`src/rtl/enemy_bullet_pool.sv`:
```
// Enemy bullet pool: NUM_BULLETS slots launched on refresh_tick, stepped each frame, killed by bounds/hit/tank_detroyed.
// Latency: launch, move and kill show one clk_50MHz edge after the qualifying cycle; bullet_on is combinational.
// Backpressure: a fire request stays pending while cooldown runs or all slots are busy; ENEMY_BULLET_AUTOFIRE_EN self-fires.
module enemy_bullet_pool #(
    parameter int NUM_BULLETS  = 4,
    parameter int BULLET_SPEED = 4,
    parameter int BULLET_SIZE  = 4,
    parameter int COOLDOWN     = 30,
    parameter int X_MIN        = 28,
    parameter int X_MAX        = 607,
    parameter int Y_MIN        = 28,
    parameter int Y_MAX        = 447
) (
    input  logic                      clk_50MHz,
    input  logic                      reset,
    input  logic [9:0]                x,
    input  logic [9:0]                y,
    input  logic                      refresh_tick,
    input  logic                      fire,
    input  logic [3:0]                dir,
    input  logic [9:0]                x_enemy,
    input  logic [9:0]                y_enemy,
    input  logic [NUM_BULLETS-1:0]    hit,
    input  logic                      tank_detroyed,
    output logic [NUM_BULLETS-1:0]    active,
    output logic [10*NUM_BULLETS-1:0] x_bullet,
    output logic [10*NUM_BULLETS-1:0] y_bullet,
    output logic                      fire_ack,
    output logic                      bullet_on
);
    typedef enum logic {IDLE = 1'b0, FLIGHT = 1'b1} slot_state_t;

    localparam int                CW         = (COOLDOWN < 1) ? 1 : $clog2(COOLDOWN + 1);
    localparam logic [9:0]        LAUNCH_OFS = 10'(16 - BULLET_SIZE / 2);
    localparam logic signed [10:0] SPEED     = 11'(BULLET_SPEED);
    localparam logic signed [10:0] XMIN      = 11'(X_MIN);
    localparam logic signed [10:0] XMAX      = 11'(X_MAX);
    localparam logic signed [10:0] YMIN      = 11'(Y_MIN);
    localparam logic signed [10:0] YMAX      = 11'(Y_MAX);
    localparam logic [10:0]       SIZE_M1    = 11'(BULLET_SIZE - 1);

    slot_state_t       state_q [NUM_BULLETS];
    slot_state_t       state_d [NUM_BULLETS];
    logic [9:0]        x_q     [NUM_BULLETS];
    logic [9:0]        x_d     [NUM_BULLETS];
    logic [9:0]        y_q     [NUM_BULLETS];
    logic [9:0]        y_d     [NUM_BULLETS];
    logic [3:0]        dir_q   [NUM_BULLETS];
    logic [3:0]        dir_d   [NUM_BULLETS];
    logic signed [10:0] step_x [NUM_BULLETS];
    logic signed [10:0] step_y [NUM_BULLETS];
    logic [NUM_BULLETS-1:0] in_bounds;
    logic [NUM_BULLETS-1:0] free;

    logic          pending_q, pending_d;
    logic [CW-1:0] cool_q, cool_d;
    logic          fire_req;
    logic          attempt, launch, drop;
    logic          claimed;

    // Only slots idle in registered state and not being hit may take a launch,
    // so a slot freed on this tick waits for the next one.
    always_comb begin
        free = '0;
        for (int i = 0; i < NUM_BULLETS; i++)
            free[i] = (state_q[i] == IDLE) && !hit[i];
        attempt = refresh_tick && pending_q && (cool_q == '0) && (free != '0) && !tank_detroyed;
        launch  = attempt && $onehot(dir);
        drop    = attempt && !$onehot(dir);
    end

    // 11-bit signed step so that moving up/left past zero reads as out of bounds.
    always_comb begin
        in_bounds = '0;
        for (int i = 0; i < NUM_BULLETS; i++) begin
            step_x[i] = $signed({1'b0, x_q[i]});
            step_y[i] = $signed({1'b0, y_q[i]});
            if (dir_q[i][3])      step_y[i] = step_y[i] - SPEED;
            else if (dir_q[i][2]) step_y[i] = step_y[i] + SPEED;
            else if (dir_q[i][1]) step_x[i] = step_x[i] - SPEED;
            else if (dir_q[i][0]) step_x[i] = step_x[i] + SPEED;
            in_bounds[i] = (step_x[i] >= XMIN) && (step_x[i] <= XMAX) &&
                           (step_y[i] >= YMIN) && (step_y[i] <= YMAX);
        end
    end

    always_comb begin
        claimed = 1'b0;
        for (int i = 0; i < NUM_BULLETS; i++) begin
            state_d[i] = state_q[i];
            x_d[i]     = x_q[i];
            y_d[i]     = y_q[i];
            dir_d[i]   = dir_q[i];
            if (tank_detroyed || hit[i]) begin
                state_d[i] = IDLE;
            end else if (state_q[i] == FLIGHT) begin
                if (refresh_tick) begin
                    if (in_bounds[i]) begin
                        x_d[i] = step_x[i][9:0];
                        y_d[i] = step_y[i][9:0];
                    end else begin
                        state_d[i] = IDLE;
                    end
                end
            end else if (launch && !claimed) begin
                claimed    = 1'b1;
                state_d[i] = FLIGHT;
                x_d[i]     = x_enemy + LAUNCH_OFS;
                y_d[i]     = y_enemy + LAUNCH_OFS;
                dir_d[i]   = dir;
            end
        end
    end

    always_comb begin
`ifdef ENEMY_BULLET_AUTOFIRE_EN
        fire_req = (cool_q == '0) && !tank_detroyed;
`else
        fire_req = fire;
`endif
        pending_d = pending_q;
        cool_d    = cool_q;
        if (tank_detroyed) begin
            pending_d = 1'b0;
            cool_d    = '0;
        end else begin
            if (launch || drop)
                pending_d = 1'b0;
            else if (fire_req)
                pending_d = 1'b1;
            if (launch)
                cool_d = CW'(COOLDOWN);
            else if (refresh_tick && (cool_q != '0))
                cool_d = cool_q - 1'b1;
        end
    end

    always_ff @(posedge clk_50MHz or negedge reset) begin
        if (!reset) begin
            for (int i = 0; i < NUM_BULLETS; i++) begin
                state_q[i] <= IDLE;
                x_q[i]     <= '0;
                y_q[i]     <= '0;
                dir_q[i]   <= '0;
            end
            pending_q <= 1'b0;
            cool_q    <= '0;
            fire_ack  <= 1'b0;
        end else begin
            for (int i = 0; i < NUM_BULLETS; i++) begin
                state_q[i] <= state_d[i];
                x_q[i]     <= x_d[i];
                y_q[i]     <= y_d[i];
                dir_q[i]   <= dir_d[i];
            end
            pending_q <= pending_d;
            cool_q    <= cool_d;
            fire_ack  <= launch;
        end
    end

    always_comb begin
        active    = '0;
        x_bullet  = '0;
        y_bullet  = '0;
        bullet_on = 1'b0;
        for (int i = 0; i < NUM_BULLETS; i++) begin
            active[i]             = (state_q[i] == FLIGHT);
            x_bullet[10*i +: 10]  = x_q[i];
            y_bullet[10*i +: 10]  = y_q[i];
            if (active[i] &&
                ({1'b0, x} >= {1'b0, x_q[i]}) && ({1'b0, x} <= {1'b0, x_q[i]} + SIZE_M1) &&
                ({1'b0, y} >= {1'b0, y_q[i]}) && ({1'b0, y} <= {1'b0, y_q[i]} + SIZE_M1))
                bullet_on = 1'b1;
        end
    end

endmodule

```
`config.mk`:
```
export PLATFORM = sky130hd
export DESIGN_NAME = enemy_bullet_pool
export DESIGN_NICKNAME = d
export VERILOG_FILES = /design/src/rtl/enemy_bullet_pool.sv
export SDC_FILE = /design/constraint.sdc
export NUM_CORES = 1
export LEC_CHECK = 0
export BUFFER_PORTS_ARGS = -buffer_cell sky130_fd_sc_hd__buf_2
export CAP_MARGIN = 20
export CORE_MARGIN = 1.5
export CORE_UTILIZATION = 45
export CTS_BUF_LIST = sky130_fd_sc_hd__clkbuf_8
export CTS_CLUSTER_SIZE = 20
export DETAILED_ROUTE_END_ITERATION = 7
export GPL_TIMING_DRIVEN = 0
export PLACE_DENSITY = 0.7
export SYNTH_ARGS = -nofsm -noshare
export SYNTH_HDL_FRONTEND = slang
export SYNTH_SLANG_ARGS = --single-unit
```
`constraint.sdc`:
```
create_clock -name clk_50MHz -period 3.5 [get_ports clk_50MHz]
set_clock_uncertainty 0.2 [all_clocks]
set_input_delay 0.35 -clock clk_50MHz [delete_from_list [all_inputs] [get_ports clk_50MHz]]
set_output_delay 0.35 -clock clk_50MHz [all_outputs]
set_load 0.02 [all_outputs]
```
==> out/summary.txt <==
Num CTS Buffers -> 9
Die ar. -> 0.0309 mm²
# DRC -> 0
GR Layer Usage met1 -> 45.3%
Fraction of final layout cells sized beyond drive strength 1 -> 23.9%
Setup TNS -> -3.05 ns
Sequential share of the synthesized area -> 20.0%
Final worst-path cycle share -> 118%
H-tree depth -> 3
Nets -> 2123
Comb pwr share -> 68.4%
Yosys cell types -> 103
RSZ-0062 raised after global routing -> yes
Pwr Total -> 8.83 mW
Most frequent cells in the layout -> ha_1 (196), buf_2 (136), inv_1 (102)
CTS Sinks -> 107
Placer Congestion -> 0.976
Worst Hold Class -> in2reg
Critical path type -> reg2out
Internal power -> 4.37 mW
Initial antenna violation count -> 3
Via count -> 14386
Setup-failing EPs final -> 36
M2 GR Usage -> 48.9%
Mapped Cells -> 1646
Net switching power -> 4.46 mW
Reg2reg end -> y_bullet[5]$_DFFE_PN0P_
Avg Cell Area, Syn -> 8.15 µm²
Max-Cap Viols -> 0
DRT Pass-1 Iters -> 6
Post-DP HPWL -> 37200 µm
Clock-pin slew on the worst setup and hold paths -> 0.13 ns
Slew Limit Fails -> 0
Max Fclk -> 242 MHz
# fillers -> 2779
Clock share of power -> 9.0%
CP arrival -> 3.58 ns
WL/cell -> 22.8 µm
Ports -> 139
Vias in the first global route -> 13443
Synth area leader -> dfrtp_1
Ys Warns -> 0
Busiest grt layer -> met2
Max-slew headroom -> 15.7%
Clk_lat worst skew -> 0.42 ns
Core ar. -> 0.0295 mm²
FF-to-FF Start -> y_bullet[2]$_DFFE_PN0P_
Setup slack at placement -> -1.24 ns
Asr flop ratio synth -> 100%
Die Y -> 176 µm
Rows -> 63
Sw Share -> 50.5%
Register bit total from synthesis -> 107
CTS tree -> yes
Top cells by area, synth -> dfrtp_1 (20%), ha_1 (19%), xnor2_1 (6.9%), o21ai_0 (4.2%), inv_1 (3.0%)
Syn nets -> 1902
P_leak -> 6.95 nW
Multi-input gate area -> 0.0106 mm²
Primary FF master, synth -> dfrtp_1
GRT Util Overall -> 32.5%
GR Util met3 -> 4.63%
Commonest non-fill, non-tap cell in the layout -> ha_1
Flop2flop setup slack -> -0.14 ns
CP max FO -> 5
Startpoint types -> register
IO Port Bufs -> 135
Status -> complete, but fails checks
Hold Path End -> pending_q$_DFFE_PN0P_
CP required -> 2.95 ns
Max VDD drop -> 418 µV
GRT Residual Overflow -> 0
Die Width -> 176 µm
Hold path start -> fire
R2R depth -> 14
Largest net degree at the start of global routing -> 80
Antenna-violating nets left -> 0
Util after Layout -> 55.1%
Routed vias/inst -> 6.36
Post-route setup slack -> -0.631 ns
Root Buffer -> clkbuf_8
Worst setup EP type -> output pin
EDFF count, synth -> 0
Area grow syn2layout -> 21.2%
Top-area cell type share of the netlist area -> 20.0%
Slew @ Worst Pin -> 1.26 ns
Routed WL -> 51500 µm
Initial core utilization -> 45.5%
Clock Path Buffers -> 2
Seq pwr share -> 22.6%
First-pass GRT wire length -> 77400 µm
Failing checks -> setup timing
Hold Crit Depth -> 3
Register area -> 0.00271 mm²
WHS -> 0.0108 ns
Power Dens Cells -> 543 mW/mm²
Hold Vio Cnt, Final -> 0
Fin crit period -> 4.13 ns
DRT iter0 DRCs -> 1451
Post-Syn Area -> 0.0134 mm²
## how the worst max path moves through the flow
stage	depth (start not counted)	slack (ns)	from	to
final	15	-0.63	y_bullet[4]$_DFFE_PN0P_	bullet_on
after global routing	15	-0.74	y_bullet[4]$_DFFE_PN0P_	bullet_on
after CTS	15	-0.69	y_bullet[2]$_DFFE_PN0P_	bullet_on
after global placement	11	-1.29	dir[1]	y_bullet[0]$_DFFE_PN0P_
after detailed placement	14	-1.24	y_bullet[35]$_DFFE_PN0P_	bullet_on
after floorplan	14	-0.08	y_bullet[2]$_DFFE_PN0P_	bullet_on
## sequential cells by signal (all words and copies together) (netlist names)
signal     cells
dir_q         16
active         4
fire_ack       1
cool_q         5
y_bullet      40
pending_q      1
x_bullet      40
## layer usage
metal  wire length [µm]  vias up
li1                   -     6572
met1              22400     6956
met2              22300      720
met3               4270      134
met4               2560        4
met5                 23        -
## cell families after synthesis
family,share of synthesized area [%]
buffers and inverters,5.87
xor gates and xnor gates,7.83
AOI/OAI and AO/OA,24.3
and+or+nand+nor,21.7
adders and majority gates,19.0
DFF,20.0
muxes,1.39
## power groups by stage
stage | sequential [mW] | combinational [mW] | clock (mW)
after floorplan | 2.13 | 3.60 | 0
after global placement | 1.95 | 5.12 | 0
after detailed placement | 1.96 | 5.27 | 0
after CTS | 1.94 | 5.63 | 0.792
after global routing | 2.04 | 6.60 | 0.831
final | 2.00 | 6.04 | 0.795
## synth_stat cells (all sizes together), types with 6 or more instances
cell type	count
a2111oi	8
a211o	8
a211oi	21
a21boi	15
a21o	11
a21oi	80
a222oi	7
a311oi	6
a31oi	30
a41oi	6
and2	10
and3	14
buf	18
clkbuf	62
dfrtp	107
ha	202
inv	109
mux2	10
mux2i	7
nand2	105
nand2b	26
nand3	33
nand3b	19
nand4	30
nand4b	7
nor2	103
nor2b	26
nor3	53
nor4	19
nor4b	6
o211ai	22
o21a	41
o21ai	125
o22ai	20
o31ai	8
o32ai	12
or2	12
or3	26
or4	11
or4b	7
xnor2	105
xor2	15
## metrics by stage
stage / cells / cell area (µm²)
3_3_place_gp: 2171 / 14600
6_report: 2263 / 16300
3_5_place_dp: 2175 / 14700
5_1_grt: 2263 / 16300
2_1_floorplan: 1646 / 13500
4_1_cts: 2226 / 15500
## worst max-delay path: stages (launching register included)
cell and delay [ns]:
dfrtp_2 0.40, buf_8 0.12, inv_6 0.04, or3_4 0.40
nor3_4 0.12, xnor2_1 0.15, ha_1 0.27, a21o_1 0.16
a211o_1 0.28, a211oi_2 0.16, o21ai_1 0.11, o2111ai_2 0.11
nand2_1 0.08, or4_4 0.47, o211ai_1 0.11, buf_4 0.17
## final cells by class
type / count / share of cell area, %
clock buffer: 10 / 0.847
clock inverter: 6 / 0.208
timing repair buffer: 219 / 8.84
buffer: 70 / 2.80
antenna: 1 / 0.0154
inverter: 112 / 2.72
tap: 390 / 3.00
multi-input combinational: 1348 / 64.9
sequential: 107 / 16.6
## timing repair
action	CTS	global route
resized for setup	82	143
setup buffers	37	38
cloned	1	3
endpoints found under the setup margin	63	78
pin swaps	21	58
hold endpoints to repair	30	0
hold buffers	3	0
Power figures use the tool's default switching activity.
